<file path="src/rtl/pingpong_tile_buffer.sv">
// pingpong_tile_buffer: two-bank operand buffer between the operand loader
// and the PE array. The producer fills one bank while the consumer drains
// the other. Each bank cycles FREE -> FILL -> READY -> FREE.
//
// Ports:
//   clk, rstn        clock, asynchronous active-low reset
//   wr_valid/ready   write handshake into the current fill bank
//   wr_addr/last     entry index; wr_last commits the fill bank
//   data_in          write data
//   rd_en/rd_addr    read request on the current drain bank
//   rd_release       consumer done with the drain bank
//   rd_bank_valid    drain bank is committed (READY)
//   data_out(_valid) registered read result, 1-cycle latency
//   banks_ready      number of READY banks (0..2)
//   err_sticky       protocol violation seen since reset
//   parity_err       read parity mismatch, aligned with data_out
//
// Build option: define PINGPONG_BUF_PARITY_EN to store an even-parity bit
// per entry and check it on reads; otherwise parity_err is tied to 0.

// Storage for one bank. Reads are combinational here; the top registers them.
module pingpong_tile_bank #(
  parameter int DATA_WIDTH = 128,
  parameter int DEPTH      = 4,
  parameter int ADDR_WIDTH = 2
) (
  input  logic                  clk,
  input  logic                  rstn,
  input  logic                  we,
  input  logic [ADDR_WIDTH-1:0] waddr,
  input  logic [DATA_WIDTH-1:0] wdata,
  input  logic [ADDR_WIDTH-1:0] raddr,
  output logic [DATA_WIDTH-1:0] rdata,
  output logic                  rpar_err
);
  logic [DATA_WIDTH-1:0] mem [DEPTH];

  always_ff @(posedge clk or negedge rstn) begin
    if (!rstn) begin
      for (int i = 0; i < DEPTH; i++) mem[i] <= '0;
    end else if (we) begin
      mem[waddr] <= wdata;
    end
  end

  assign rdata = mem[raddr];

`ifdef PINGPONG_BUF_PARITY_EN
  // Even parity: stored bit equals XOR of data, so zeroed entries carry 0.
  logic par [DEPTH];

  always_ff @(posedge clk or negedge rstn) begin
    if (!rstn) begin
      for (int i = 0; i < DEPTH; i++) par[i] <= 1'b0;
    end else if (we) begin
      par[waddr] <= ^wdata;
    end
  end

  assign rpar_err = (^mem[raddr]) != par[raddr];
`else
  assign rpar_err = 1'b0;
`endif
endmodule

module pingpong_tile_buffer #(
  parameter int DATA_WIDTH = 128,
  parameter int DEPTH      = 4,
  parameter int ADDR_WIDTH = 2
) (
  input  logic                  clk,
  input  logic                  rstn,
  input  logic                  wr_valid,
  output logic                  wr_ready,
  input  logic [ADDR_WIDTH-1:0] wr_addr,
  input  logic                  wr_last,
  input  logic [DATA_WIDTH-1:0] data_in,
  input  logic                  rd_en,
  input  logic [ADDR_WIDTH-1:0] rd_addr,
  input  logic                  rd_release,
  output logic                  rd_bank_valid,
  output logic [DATA_WIDTH-1:0] data_out,
  output logic                  data_out_valid,
  output logic [1:0]            banks_ready,
  output logic                  err_sticky,
  output logic                  parity_err
);
  typedef enum logic [1:0] {ST_FREE, ST_FILL, ST_READY} bank_st_t;

  localparam logic [ADDR_WIDTH:0] DEPTH_W = (ADDR_WIDTH+1)'(DEPTH);

  bank_st_t state [2];
  logic     wr_bank, rd_bank;

  logic                       wr_acc, rd_acc, rel_acc, wr_oob, rd_oob;
  logic [1:0]                 we;
  logic [1:0][DATA_WIDTH-1:0] rdata;
  logic [1:0]                 rpar_err;

  assign wr_ready      = state[wr_bank] != ST_READY;
  assign rd_bank_valid = state[rd_bank] == ST_READY;
  assign banks_ready   = {1'b0, state[0] == ST_READY} + {1'b0, state[1] == ST_READY};

  assign wr_acc  = wr_valid & wr_ready;
  assign rd_acc  = rd_en & rd_bank_valid;
  assign rel_acc = rd_release & rd_bank_valid;
  assign wr_oob  = {1'b0, wr_addr} >= DEPTH_W;
  assign rd_oob  = {1'b0, rd_addr} >= DEPTH_W;

  for (genvar b = 0; b < 2; b++) begin : g_bank
    // Out-of-range writes are dropped; the state transition still happens.
    assign we[b] = wr_acc & ~wr_oob & (wr_bank == 1'(b));

    pingpong_tile_bank #(
      .DATA_WIDTH(DATA_WIDTH), .DEPTH(DEPTH), .ADDR_WIDTH(ADDR_WIDTH)
    ) u_bank (
      .clk     (clk),
      .rstn    (rstn),
      .we      (we[b]),
      .waddr   (wr_addr),
      .wdata   (data_in),
      .raddr   (rd_addr),
      .rdata   (rdata[b]),
      .rpar_err(rpar_err[b])
    );
  end

  always_ff @(posedge clk or negedge rstn) begin
    if (!rstn) begin
      state[0]       <= ST_FREE;
      state[1]       <= ST_FREE;
      wr_bank        <= 1'b0;
      rd_bank        <= 1'b0;
      data_out       <= '0;
      data_out_valid <= 1'b0;
      parity_err     <= 1'b0;
      err_sticky     <= 1'b0;
    end else begin
      // Write and release never target the same bank in one cycle: a READY
      // bank blocks writes, and only READY banks can be released.
      if (wr_acc) begin
        if (wr_last) begin
          state[wr_bank] <= ST_READY;
          wr_bank        <= ~wr_bank;
        end else if (state[wr_bank] == ST_FREE) begin
          state[wr_bank] <= ST_FILL;
        end
      end
      if (rel_acc) begin
        state[rd_bank] <= ST_FREE;
        rd_bank        <= ~rd_bank;
      end

      // Read samples the pre-release bank; contents survive release anyway.
      data_out_valid <= rd_acc;
      data_out       <= (rd_acc && !rd_oob) ? rdata[rd_bank] : '0;
      parity_err     <= rd_acc & ~rd_oob & rpar_err[rd_bank];

      if ((wr_valid && !wr_ready) || (wr_acc && wr_oob) ||
          ((rd_en || rd_release) && !rd_bank_valid) || (rd_acc && rd_oob))
        err_sticky <= 1'b1;
    end
  end
endmodule

</file>
<file path="config.mk">
export PLATFORM = sky130hd
export DESIGN_NAME = pingpong_tile_buffer
export DESIGN_NICKNAME = d
export VERILOG_FILES = /design/src/rtl/pingpong_tile_buffer.sv
export SDC_FILE = /design/constraint.sdc
export NUM_CORES = 1
export LEC_CHECK = 0
export CAP_MARGIN = 20
export CORE_MARGIN = 4
export CORE_UTILIZATION = 64
export CTS_CLUSTER_DIAMETER = 60
export CTS_CLUSTER_SIZE = 24
export DETAILED_ROUTE_END_ITERATION = 10
export HOLD_SLACK_MARGIN = 0.1
export PLACE_DENSITY = 0.85
export SLEW_MARGIN = 15
export SYNTH_ARGS = -nofsm -noshare
export SYNTH_HDL_FRONTEND = slang
export SYNTH_SLANG_ARGS = --single-unit
</file>
<file path="constraint.sdc">
create_clock -name clk -period 5.33 [get_ports clk]
set_input_delay 0.7995 -clock clk [delete_from_list [all_inputs] [get_ports clk]]
set_output_delay 0.7995 -clock clk [all_outputs]
set_load 0.03 [all_outputs]
</file>
# ---- After elaboration in Yosys (flattened, before gate mapping)
# Index checks and enable logic that the tools add are counted.
dict set report word_totals {
  n_memories 0
  rom_bits 0
  mem_bits_rw 0
  latch_bits 0
  ff_bits 1161
}
dict set report op_classes {
  n_shift 0
  n_reduce_logical 11
  mul 0
  n_eq_ne 4
  add_sub_neg 1
  bitwise 20
  n_mux 28
  order_cmp 8
  div_mod_pow 0
}
# operator count
set ops {}
lappend ops {{bitwise mux 512 bit} 2}
lappend ops {{two-way mux 128 bit} 8}
lappend ops {{binary-select mux 128 bit (select 2 bit)} 2}
lappend ops {{demux 128 bit (select 2 bit)} 1}
lappend ops {{two-way mux 2 bit} 8}
lappend ops {{two-way mux 4 bit} 4}
lappend ops {{bitwise AND 1 bit} 6}
lappend ops {{equality test 2 bit, second input constant} 3}
lappend ops {{greater-or-equal comparator 3 bit, second input constant} 2}
lappend ops {{NOT 2 -> 3 bit} 2}
lappend ops {{logical AND 1 bit} 5}
lappend ops {{bitwise AND 2 bit} 2}
lappend ops {{bitwise AND 4 bit} 1}
lappend ops {{demux 2 bit (select 1 bit)} 2}
lappend ops {{greater-or-equal comparator 2 bit, second input constant} 2}
lappend ops {{less-than comparator 2 x 1 -> 1 bit, second input constant} 2}
lappend ops {{NOT 1 -> 2 bit} 2}
lappend ops {{NOT 2 bit} 2}
lappend ops {{NOT 4 bit} 1}
lappend ops {{OR 2 bit} 2}
lappend ops {{less-than comparator 3 x 1 -> 1 bit, second input constant} 1}
lappend ops {{adder 1 x 1 -> 2 bit} 1}
lappend ops {{zero test 1 bit} 2}
lappend ops {{zero test 2 bit} 1}
lappend ops {{6 further kinds} 8}

# ---- Depth between registers and ports, before layout
dict set report depth {
  ltp_word 12
  mapped_depth 6
}

# ---- Cells and area by module
# From an unflattened synthesis, not the netlist that was laid out.
dict set report hier_totals {
  cells_unflattened 2945
  area_unflattened_um2 49744.0
}
# mod area_per_inst_um2 n_inst cells_per_inst
set modules_own_cells {}
lappend modules_own_cells {pingpong_tile_bank 22077.4 2 1242}
lappend modules_own_cells {pingpong_tile_buffer 5589.1 1 461}

# ---- Worst setup path before layout
# Ideal clock, no wire load.
dict set report synth_path {
  path_kind {input to register}
  startpoint {input port rd_addr[0]}
  endpoint {register data_out[100]}
  t_required_ps 5209
  n_path_buf 3
  stages 5
  arrival_time_ps 2215
  slack_ps 2994
  path_cell_list {clkbuf_1 -> clkbuf_1 -> buf_2 -> mux4_2 -> a22o_1}
}
dict set report synth_between {
  elab_chain_len 7
  word_cells_on_any_way 10
  cone_classes {mux (9); bitwise (1)}
}
# item line_no
set synth_rtl {}
lappend synth_rtl {{start, declared} 79} ;# input logic [ADDR_WIDTH-1:0] rd_addr,
lappend synth_rtl {{NOT 2 -> 3 bit (not written as such) (*)} 46} ;# assign rdata = mem[raddr];
lappend synth_rtl {{binary-select mux 128 bit (select 2 bit)} 46}
lappend synth_rtl {{two-way mux 128 bit (not written as such) (2 in series)} 46}
lappend synth_rtl {{two-way mux 128 bit (not written as such) (*) (2 in series)} 156} ;# data_out <= (rd_acc && !rd_oob) ? rdata[rd_bank] : '0;
lappend synth_rtl {{two-way mux 128 bit (*)} 156}
lappend synth_rtl {{end signal, assigned} 156}
lappend synth_rtl {{end, declared} 82} ;# output logic [DATA_WIDTH-1:0] data_out,
# Mark *: on every way between the ends. The rest lies on a longest branch, timed or not. The select of a mux whose other input is x is not followed.
# A chain may end at the register's enable or synchronous reset.

# ---- Final worst setup path
dict set report layout_path {
  startpoint {register wr_bank}
  endpoint {output port wr_ready}
}
dict set report layout_between {
  elab_chain_len 5
}
# item line_no
set layout_rtl {}
lappend layout_rtl {{start, declared} 93} ;# logic wr_bank, rd_bank;
lappend layout_rtl {{start signal, assigned} 144} ;# wr_bank <= ~wr_bank;
lappend layout_rtl {{NOT 1 -> 2 bit (not written as such)} 100} ;# assign wr_ready = state[wr_bank] != ST_READY;
lappend layout_rtl {{two-way mux 2 bit (not written as such) (3 in series)} 100}
lappend layout_rtl {{!= test 2 bit} 100}
lappend layout_rtl {{end, declared} 74} ;# output logic wr_ready,
# Every way passes these cells. The select of a mux whose other input is x is not followed.

==> reports/qor.yml <==
outcome: "complete, no violations"
grt_pass1_vias: 29300
synthCells: 2812
critPathKind: "flop to primary output"
synth_cell_type_count: 38
avgSynthCellArea_sq_um: 17.4
slowest_delay_ns: 0.71
die_width_microns: 284
p_leak_nw: 23.5
finalCriticalPeriod_ns: 3.15
timing.rr.start: "wr_bank"
nNetsFinal: 3144
synth_nets: 2951
drtAntennaViolNets: 0
dieArea_sq_um: 80800
async_reset_ff_share_pct: 100
ir_drop_mv: 0.381
slew_headroom_pct: 30.9
coreArea_sq_um: 75800
fmax_ghz: 0.318
power_mw: 29.8
clk_pin_slew_ns: 0.08
critPathMaxFanout: 16
post_cts_resized: 0
post_cts_buffers: 0
path_cells: "mux2i_1 > clkdlybuf4s50_1"
rrSetupSlack_ns: 2.78
finalSetupTns_ns: 0
fin_util_pct: 72.5
report.final.slew_viol_count: 0
setup_viol: 0
rows: 101
area_delta_synth_final_pct: 12.6
drt_iter0_markers: 1844
final_common_cell: "dfrtp_1"
synth.area.top_cells: "dfrtp_1 59%, mux2_2 24%, mux4_2 12%"
min_path_type: "input pin to async pin"
worstPathRequired_ns: 4.53
htreeDepth: 3
grt_pass1_wl_microns: 171000
start_kind: "flop"
worstRegToRegCells: 3
gp_congestion: 0.764
critPathSlowestCell: "clkdlybuf4s50_1"
synth_largest_area_cell: "dfrtp_1"
register_area_sq_um: 29000
die_h_microns: 284
grt_overflow: 0
synth_seq_cells: 1160
yosysWarnings: 0
dr.pass1.iters: 4
start_util_pct: 64.4
cts_tree: "yes"
synth_top_area_share_pct: 59.4
vias: 26000
cts_made_buffers: 73
clock_path_buffers: 3
track_usage_pct: 27.0
drv_cap: 0
synth-seq-area-share_pct: 59.4
ios: 273
mostFrequentLayoutCells: "1160 x dfrtp_1, 1023 x mux2_2, 268 x clkdlybuf4s50_1, 256 x mux4_2, 128 x a22o_1"
multi_input_area_sq_um: 18700
drive_above_1_share_pct: 47.9
holdBufCountCts: 0
p_per_area_nw_per_um2: 542
worstSkewPairLatency_ns: 0.64
min_period_over_period_pct: 59.0
post-route-drc-count: 0
dp_hpwl_microns: 61700
antenna_found_initial: 21
finClkSkew_ns: 0.0192
cts.sinks: 1160
endpoint_kind: "primary output"
synth_edf_count: 0
routed_via_density: 6.41
wl_per_cell_microns: 26.3
netlist_area_sq_um: 48800
port_buffers: 271
root_buffer: "clkbuf_16"
worstReg2RegEnd: "g_bank[1].u_bank.mem[176]"
rsz0062_at_grt: "no"
tightestPinTransition_ns: 1.04
nFillCells: 4509
synth_ff_type: "dfrtp_1"
wirelength_microns: 107000
hold_violations: 0
cp.arrival_ns: 2.35
grt_max_degree: 177
==> where the power goes <==
group          switching, mW  internal (mW)
Sequential              2.11           12.9
Combinational           3.24           5.36
Clock                   3.20           3.04
==> worst max-delay path: cells and delay by family (launching register included) <==
family   cells  cell delay, ns
mux          1            0.31
flops        1            0.70
buf+inv      1            0.71
==> cells in the mapped netlist, types with 2 or more instances <==
cell type	n
a21oi_1	2
a22o_1	128
a31oi_1	5
buf_1	4
buf_2	109
buf_4	3
buf_6	18
clkbuf_1	59
clkbuf_8	8
dfrtp_1	1160
inv_1	3
inv_2	2
mux2_2	1023
mux2i_1	2
mux4_2	256
nand2_1	3
nand2b_1	2
nor2_1	4
nor4_1	2
==> layout make-up <==
cell class / instances / area share, %
timing repair buffer: 319 / 6.16
clock inverter: 45 / 1.05
clock buffer: 86 / 3.64
tap: 978 / 2.23
inverter: 5 / 0.0341
sequential: 1160 / 52.8
antenna: 13 / 0.0592
multi-input combinational: 1446 / 34.0
==> state kept, by name, indices dropped and copies added (netlist names) <==
| register | flops |
|---|---|
| g_bank.u_bank.mem | 1024 |
| data_out | 128 |
| state | 4 |
| data_out_valid | 1 |
| err_sticky | 1 |
| rd_bank | 1 |
| wr_bank | 1 |
==> how the worst max path moves through the flow <==
stage / slack [ns] / to / cells after the start / startpoint
finish: 2.18 / wr_ready / 2 / wr_bank
global route: 2.07 / wr_ready / 2 / wr_bank
detailed placement: 1.93 / g_bank[1].u_bank.mem[178] / 5 / wr_valid
global placement: 1.92 / g_bank[1].u_bank.mem[172] / 5 / wr_valid
floorplan: 2.99 / data_out[100] / 5 / rd_addr[0]
CTS: 2.19 / wr_ready / 2 / wr_bank
==> cell families (layout without fill, tap and decap cells) <==
kind of cell,after synthesis,after routing,share of synthesized area [%]
multiplexers,1282,1282,35.5
flip-flops,1160,1160,59.4
buffers and inverters,206,455,2.33
AO/OA/AOI/OAI,139,139,2.44
AND/OR/NAND/NOR,23,23,0.302
adder cells (fa/ha/maj),1,1,0.0256
other,1,14,0.00768
==> through the flow <==
step           setup slack [ns]  cell area [sq um]  hold slack, ns  instances
6_report                   2.18              55000           0.127       4052
5_1_grt                    2.07              55000           0.188       4046
4_1_cts                    2.19              54900           0.192       4039
3_5_place_dp               1.93              52400           0.485       3908
3_3_place_gp               1.92              52400           0.462       3908
2_1_floorplan              2.99              48800           0.453       2812
==> layer usage <==
| metal | share of wire, % | global-route usage [%] | vias up |
|---|---|---|---|
| li1 | - | - | 11000 |
| met1 | 42 | 36.5 | 14300 |
| met2 | 52 | 46.2 | 506 |
| met3 | 4.2 | 4.30 | 160 |
| met4 | 2.4 | 7.60 | 12 |
| met5 | 0.075 | 0 | - |
No activity file was read; power rests on OpenSTA's default activity.
